## config.mk

```make
export PLATFORM = sky130hd
export DESIGN_NAME = data_assembler
export DESIGN_NICKNAME = d
export VERILOG_FILES = /design/src/rtl/data_assembler.sv
export SDC_FILE = /design/constraint.sdc
export NUM_CORES = 1
export LEC_CHECK = 0
export BUFFER_PORTS_ARGS = -buffer_cell sky130_fd_sc_hd__buf_4
export CAP_MARGIN = 15
export CORE_MARGIN = 2
export CORE_UTILIZATION = 39
export CTS_CLUSTER_DIAMETER = 120
export CTS_CLUSTER_SIZE = 40
export DETAILED_ROUTE_END_ITERATION = 10
export SKIP_LAST_GASP = 1
export SYNTH_ARGS = -nofsm -noshare
export SYNTH_HDL_FRONTEND = slang
export SYNTH_SLANG_ARGS = --single-unit
export TNS_END_PERCENT = 50
```

## constraint.sdc

```tcl
create_clock -name clk -period 2.7 [get_ports clk]
set_input_delay 0.54 -clock clk [delete_from_list [all_inputs] [get_ports clk]]
set_output_delay 0.54 -clock clk [all_outputs]
set_load 0.1 [all_outputs]
```

## src/rtl/data_assembler.sv

```systemverilog
// Packs a stream of IW-bit beats, LSB lane first, into OW-bit words behind a registered valid/ready output slot.
// Optional feature: define DATA_ASSEMBLER_LAST_EN to add last_i, which closes a word early.
module data_assembler #(
    parameter int DATA_INPUT_WIDTH  = 32,
    parameter int DATA_OUTPUT_WIDTH = 256
) (
    input  logic                         clk,
    input  logic                         reset,
    input  logic                         valid_i,
    input  logic [DATA_INPUT_WIDTH-1:0]  data_i,
    output logic                         ready_o,
`ifdef DATA_ASSEMBLER_LAST_EN
    input  logic                         last_i,
`endif
    output logic [DATA_OUTPUT_WIDTH-1:0] data_o,
    output logic                         valid_o,
    input  logic                         ready_i,
    output logic                         busy_o
);

    localparam int IW = DATA_INPUT_WIDTH;
    localparam int OW = DATA_OUTPUT_WIDTH;
    localparam int N  = OW / IW;
    localparam int CW = $clog2(N);
    localparam logic [CW-1:0] TOP_LANE = CW'(N - 1);

    logic [CW-1:0] cnt_q, cnt_d;
    logic [OW-1:0] acc_q, acc_d;
    logic [OW-1:0] data_q, data_d;
    logic          valid_q, valid_d;

    logic          last_in;
    logic          slot_free;
    logic          at_top;
    logic          accept;
    logic          close;
    logic [OW-1:0] merged;

`ifdef DATA_ASSEMBLER_LAST_EN
    assign last_in = last_i;
`else
    assign last_in = 1'b0;
`endif

    assign slot_free = ~valid_q | ready_i;
    assign at_top    = (cnt_q == TOP_LANE);
    // Only a closing beat needs the output slot; beats into lower lanes never stall.
    assign ready_o   = (~at_top & ~last_in) | slot_free;
    assign accept    = valid_i & ready_o;
    assign close     = accept & (at_top | last_in);

    // Accumulator with the current beat dropped into lane cnt_q.
    genvar gi;
    generate
        for (gi = 0; gi < N; gi++) begin : g_lane
            assign merged[gi*IW +: IW] = (cnt_q == CW'(gi)) ? data_i : acc_q[gi*IW +: IW];
        end
    endgenerate

    always_comb begin
        cnt_d   = cnt_q;
        acc_d   = acc_q;
        data_d  = data_q;
        valid_d = valid_q;
        if (valid_q && ready_i) begin
            valid_d = 1'b0;
        end
        if (close) begin
            // Clearing acc here is what keeps lanes above an early close at zero.
            cnt_d   = '0;
            acc_d   = '0;
            data_d  = merged;
            valid_d = 1'b1;
        end else if (accept) begin
            cnt_d = cnt_q + 1'b1;
            acc_d = merged;
        end
    end

    always_ff @(posedge clk) begin
        if (reset) begin
            cnt_q   <= '0;
            acc_q   <= '0;
            data_q  <= '0;
            valid_q <= 1'b0;
        end else begin
            cnt_q   <= cnt_d;
            acc_q   <= acc_d;
            data_q  <= data_d;
            valid_q <= valid_d;
        end
    end

    assign data_o  = data_q;
    assign valid_o = valid_q;
    assign busy_o  = (cnt_q != '0);

endmodule
```

## Word level (Yosys, flattened, before mapping)

Index checks and enable logic that the tools add are counted.

| cells by class | value |
|---|---|
| reduce and logical (&&, ||, !) cells | 5 |
| add/subtract/negate cells | 1 |
| bitwise logic cells | 6 |
| eq/ne operators | 7 |
| multiplexer cells | 10 |

Operators by type and width:

| cell | number |
|---|---|
| 32-bit two-way mux | 8 |
| 3-bit equality test (second input constant) | 4 |
| 3-bit by 2-bit equality test with 1-bit output (second input constant) | 2 |
| 3-bit by 1-bit adder with 3-bit output (second input constant) | 1 |
| 3-bit by 1-bit equality test with 1-bit output (second input constant) | 1 |
| 3-bit zero test | 1 |
| 3-bit nonzero test | 1 |
| 1-bit bitwise AND | 2 |
| 1-bit two-way mux | 2 |
| 1-bit NOT | 2 |
| 1-bit OR | 2 |
| 2-bit nonzero test | 1 |
| 2-bit OR reduction | 1 |
| 1-bit logical AND | 1 |

| storage, ports and cells | value |
|---|---|
| bits in registers | 516 |
| logic and storage cells | 33 |

## Depth between registers and ports, before layout

| logic depth | value |
|---|---|
| depth in word-level cells | 6 |
| gate-level depth with buffers | 8 |
| gate-level depth less buffers | 6 |

## Least setup slack after synthesis

No wires, ideal clock.

| path | value |
|---|---|
| path kind | register -> output |
| from | reg cnt_q[0] |
| to | out busy_o |
| stages on the path, launching flop included | 8 |
| slack | 0.329 ns |
| data required time | 2.160 ns |
| path buffers | 3 |
| arrival time | 1.831 ns |
| path through | dfxtp_1 > inv_1 > ha_1 > buf_2 > nor2b_1 > buf_4 > buf_2 > inv_1 |

| on the way | value |
|---|---|
| longest elaborated chain between the ends | 1 |

RTL lines:

| element | RTL line | text |
|---|---|---|
| start: declaration | 27 | `logic [CW-1:0] cnt_q, cnt_d;` |
| start signal: assignment | 87 | `cnt_q <= cnt_d;` |
| 3-bit nonzero test | 96 | `assign busy_o = (cnt_q != '0);` |
| end: declaration | 18 | `output logic busy_o` |

Every way passes these cells.

## Worst setup path after layout

| path | value |
|---|---|
| from | reg cnt_q[0] |
| to | reg acc_q[140] |

| on the way | value |
|---|---|
| longest elaborated chain between the ends | 6 |

RTL lines:

| element | RTL line | text |
|---|---|---|
| 3-bit equality test | 46 | `assign at_top = (cnt_q == TOP_LANE);` |
| 1-bit NOT | 48 | `assign ready_o = (~at_top & ~last_in) \| slot_free;` |
| 1-bit OR | 48 |  |
| 1-bit bitwise AND | 49 | `assign accept = valid_i & ready_o;` |
| 1-bit bitwise AND | 50 | `assign close = accept & (at_top \| last_in);` |
| 2-bit OR reduction (no line) | - |  |
| end signal: assignment | 83 | `acc_q <= '0;` |
| end signal: assignment | 88 | `acc_q <= acc_d;` |
| end: declaration | 28 | `logic [OW-1:0] acc_q, acc_d;` |

Parallel ways exist; a longest one is shown, timed or not.
A chain may end at the register's enable or synchronous reset.

==> impl_metrics.csv <==
group,metric,value,unit
run_status,status,"finished, final reports clean",
cells_and_area,nets,2580,
floorplanning,initial_core_util,39.65,%
sta,drv_slew,0,
placement,port_buffers,294,
grt,antenna_found_initial,3,
clocking,clk_latency,0.61,ns
sta,hold_viol,0,
setup_path,reg2reg_setup_slack,0.05,ns
synth,synth_warnings,0,
worst_hold_path,min_path_cells,2,
synth,synth_edf_count,0,
synth,synth_top_cells_by_area,"dfxtp_1 44%, mux2i_1 15%, a21oi_1 6.7%",
clocking,cts_tree,"done",
clocking,numClockSinks,484,
setup_path,path_max_fanout,31,
power,p_leak,9.675,nW
cells_and_area,area_growth,14.85,%
sta,setup_violations,0,
setup_path,critPathKind,"flop to flop",
clocking,cts_setup_buffers,0,
synth,synth.distinct_cells,28,
grt,grt_start_max_net_pins,131,
synth,syn-num-nets,2477,
detailed_routing,drt_wl_total,84.19,mm
floorplanning,io_pins,295,
sta,fin_ws,0.05294,ns
synth,yosysMostFrequentCell,"dfxtp_1",
worst_hold_path,hold_path_end,"cnt_q[2]",
run,drv_cap,0,
cells_and_area,fin_cells,3290,
detailed_routing,drc,0,
synth,yosysTopAreaCell,"dfxtp_1",
synth,async_flop_share,0,%
setup_path,slowest_stage,"o21ai_0",
grt,grt_pass1_vias,18590,
synth,synth_commonest_cells,"484 x dfxtp_1, 320 x mux2i_1, 292 x a21oi_1, 285 x o21ai_0, 227 x nor2b_1",
detailed_routing,avgRoutedWirePerCell,25.59,um
detailed_routing,drt_iter0_drc,2341,
synth,synth_top_area_share,44.19,%
sta,period_needed,2.647,ns
grt,grtUsageTotal,27.87,%
sta,relSlewSlack,34.82,%
sta,timing.fmax,0.3778,GHz
grt,grt.overflow.total,0,
setup_path,path_buf_inv,2,
detailed_routing,firstDrtPassIters,5,
detailed_routing,via_count,19500,
power,ir_worst_vdd,0.3994,mV
sta,worst_pin_slew,0.9711,ns
worst_hold_path,hold_class,"input pin to flop",
power,p_per_area,482.0,nW/um^2
detailed_routing,ant_nets,0,
cells_and_area,drive_gt1_share,17.17,%
floorplanning,core-area,55310,sq um
placement,dp_hpwl,53.36,mm
synth,ys_seq_area_share,44.19,%
floorplanning,die_x,241.1,um
sta,min_period_over_period,98.04,%
setup_path,setup.worst_path.start_class,"flop",
synth,ys.flop_type,"dfxtp_1",
setup_path,critPathMaxStageDelay,0.66,ns
worst_hold_path,hp-start,"valid_i",
power,total_power,12.14,mW
setup_path,reg2reg_from,"cnt_q[0]",
placement,dpl.cell_count,3268,
clocking,cts.htree.levels,1,
cells_and_area,n_fill_cell,5370,
placement,place.gp.congestion,0.8545,
floorplanning,rows,86,
synth,syn_inst,2435,
setup_path,r2r_end,"acc_q[140]",
clocking,cts-root-buf,"clkbuf_16",
setup_path,critPathTopFamily,"compound AO/OA/AOI/OAI gates",
clocking,clock_path_buffers,3,
setup_path,crit_arrival,3.10,ns
synth,synth_seq_cells,484,
clocking,cts-buffers-inserted,16,
detailed_routing,via_per_inst,5.926,
setup_path,reg2reg_depth,7,
clocking,path_clk_slew,0.16,ns
setup_path,endpoint_kind,"flop",
sta,tns,0,ns
setup_path,required,3.15,ns
setup_path,cp_cell_sequence,"ha_1 -> ha_1 -> nand2_4 -> buf_4 -> o21ai_0 -> buf_4 -> mux2i_1",
synth,synth_area,21930,sq um
sta,fin_skew,0.06883,ns
synth,syn_area_per_cell,9.005,sq um
grt,grt_pass1_wl,122.3,mm
floorplanning,dieHeight,241.1,um
placement,place_ws,0.2525,ns
sta,rsz0062_at_grt,"no",
floorplanning,die-area,58140,sq um
worst max path at each step:
stage / to / start / depth (start not counted) / slack, ns
after floorplan: busy_o / cnt_q[0] / 7 / 0.33
after CTS: ready_o / cnt_q[0] / 5 / 0.03
final: acc_q[140] / cnt_q[0] / 7 / 0.05
after global routing: ready_o / cnt_q[0] / 5 / 0.003
after global placement: acc_q[173] / cnt_q[0] / 7 / 0.27
after detailed placement: acc_q[141] / cnt_q[0] / 7 / 0.25
what timing repair did:
item                       CTS  global route
gates resized for setup      1             1
hold endpoints to repair     0             0
setup endpoints to repair    1             1
cloned                       0             0
hold buffers                 0             0
placed cells by master, fill, tap and decap left out, drive strengths merged:
cell type and instances:
a211oi 128, a21o 1, a21oi 292, a311oi 97
and2 1, and3b 1, buf 395, clkbuf 17
clkinv 2, dfxtp 484, diode 3, ha 6
inv 6, mux2i 320, nand2 100, nand2b 1
nand3 135, nor2 1, nor2b 228, o21ai 290
or3 2, or3b 32
state kept, by name (all words and copies together), names as in the netlist:
signal / flops
data_o: 256
acc_q: 224
cnt_q: 3
valid_o: 1
stage by stage:
step | utilization [%] | hold slack (ns) | area, sq um
5_1_grt | 45.52 | 0.2608 | 25180
2_1_floorplan | - | 0.4539 | 21930
3_3_place_gp | 44.69 | 0.4609 | 24720
3_5_place_dp | 44.69 | 0.4662 | 24720
6_report | 45.53 | 0.2687 | 25180
4_1_cts | 45.51 | 0.2509 | 25170
worst register-to-register path, stage by stage (launching register included):
cell,delay [ns]
dfxtp_1,0.43
ha_1,0.20
ha_1,0.23
nand2_4,0.24
buf_4,0.33
o21ai_0,0.67
buf_4,0.30
mux2i_1,0.08
power breakdown:
group | leakage [nW] | internal (mW) | switching (mW)
Clock | 0.217 | 1.12 | 2.34
Sequential | 3.91 | 7.24 | 0.0661
Combinational | 5.55 | 0.411 | 0.948
Total | 9.68 | 8.78 | 3.36
area by class of cell:
| type | instances | area [sq um] | area share (%) |
|---|---|---|---|
| timing repair buffer | 395 | 3181 | 12.63 |
| sequential | 484 | 9693 | 38.49 |
| multi-input combinational | 1635 | 10890 | 43.25 |
| antenna | 3 | 7.507 | 0.02981 |
| inverter | 6 | 25.02 | 0.09937 |
| clock buffer | 17 | 404.1 | 1.605 |
| clock inverter | 2 | 46.29 | 0.1838 |
| tap | 748 | 935.9 | 3.716 |
metal layers:
| metal | up-vias | track usage (%) | wire (um) |
|---|---|---|---|
| met5 | - | 0 | 0 |
| met4 | 0 | 11.15 | 3535 |
| met3 | 141 | 3.431 | 5748 |
| met2 | 756 | 44.95 | 39130 |
| met1 | 9685 | 37.87 | 35770 |
| li1 | 8915 | - | - |
kinds of logic after synthesis:
logic type / Yosys count / share of synthesized area (%)
muxes: 320 / 14.61
adders and majority gates: 6 / 0.3424
DFF: 484 / 44.19
buffers and inverters: 316 / 6.380
and+or+nand+nor: 501 / 12.91
AOI/OAI and AO/OA: 808 / 21.57
Note: power is estimated with default switching activity, not from simulation.
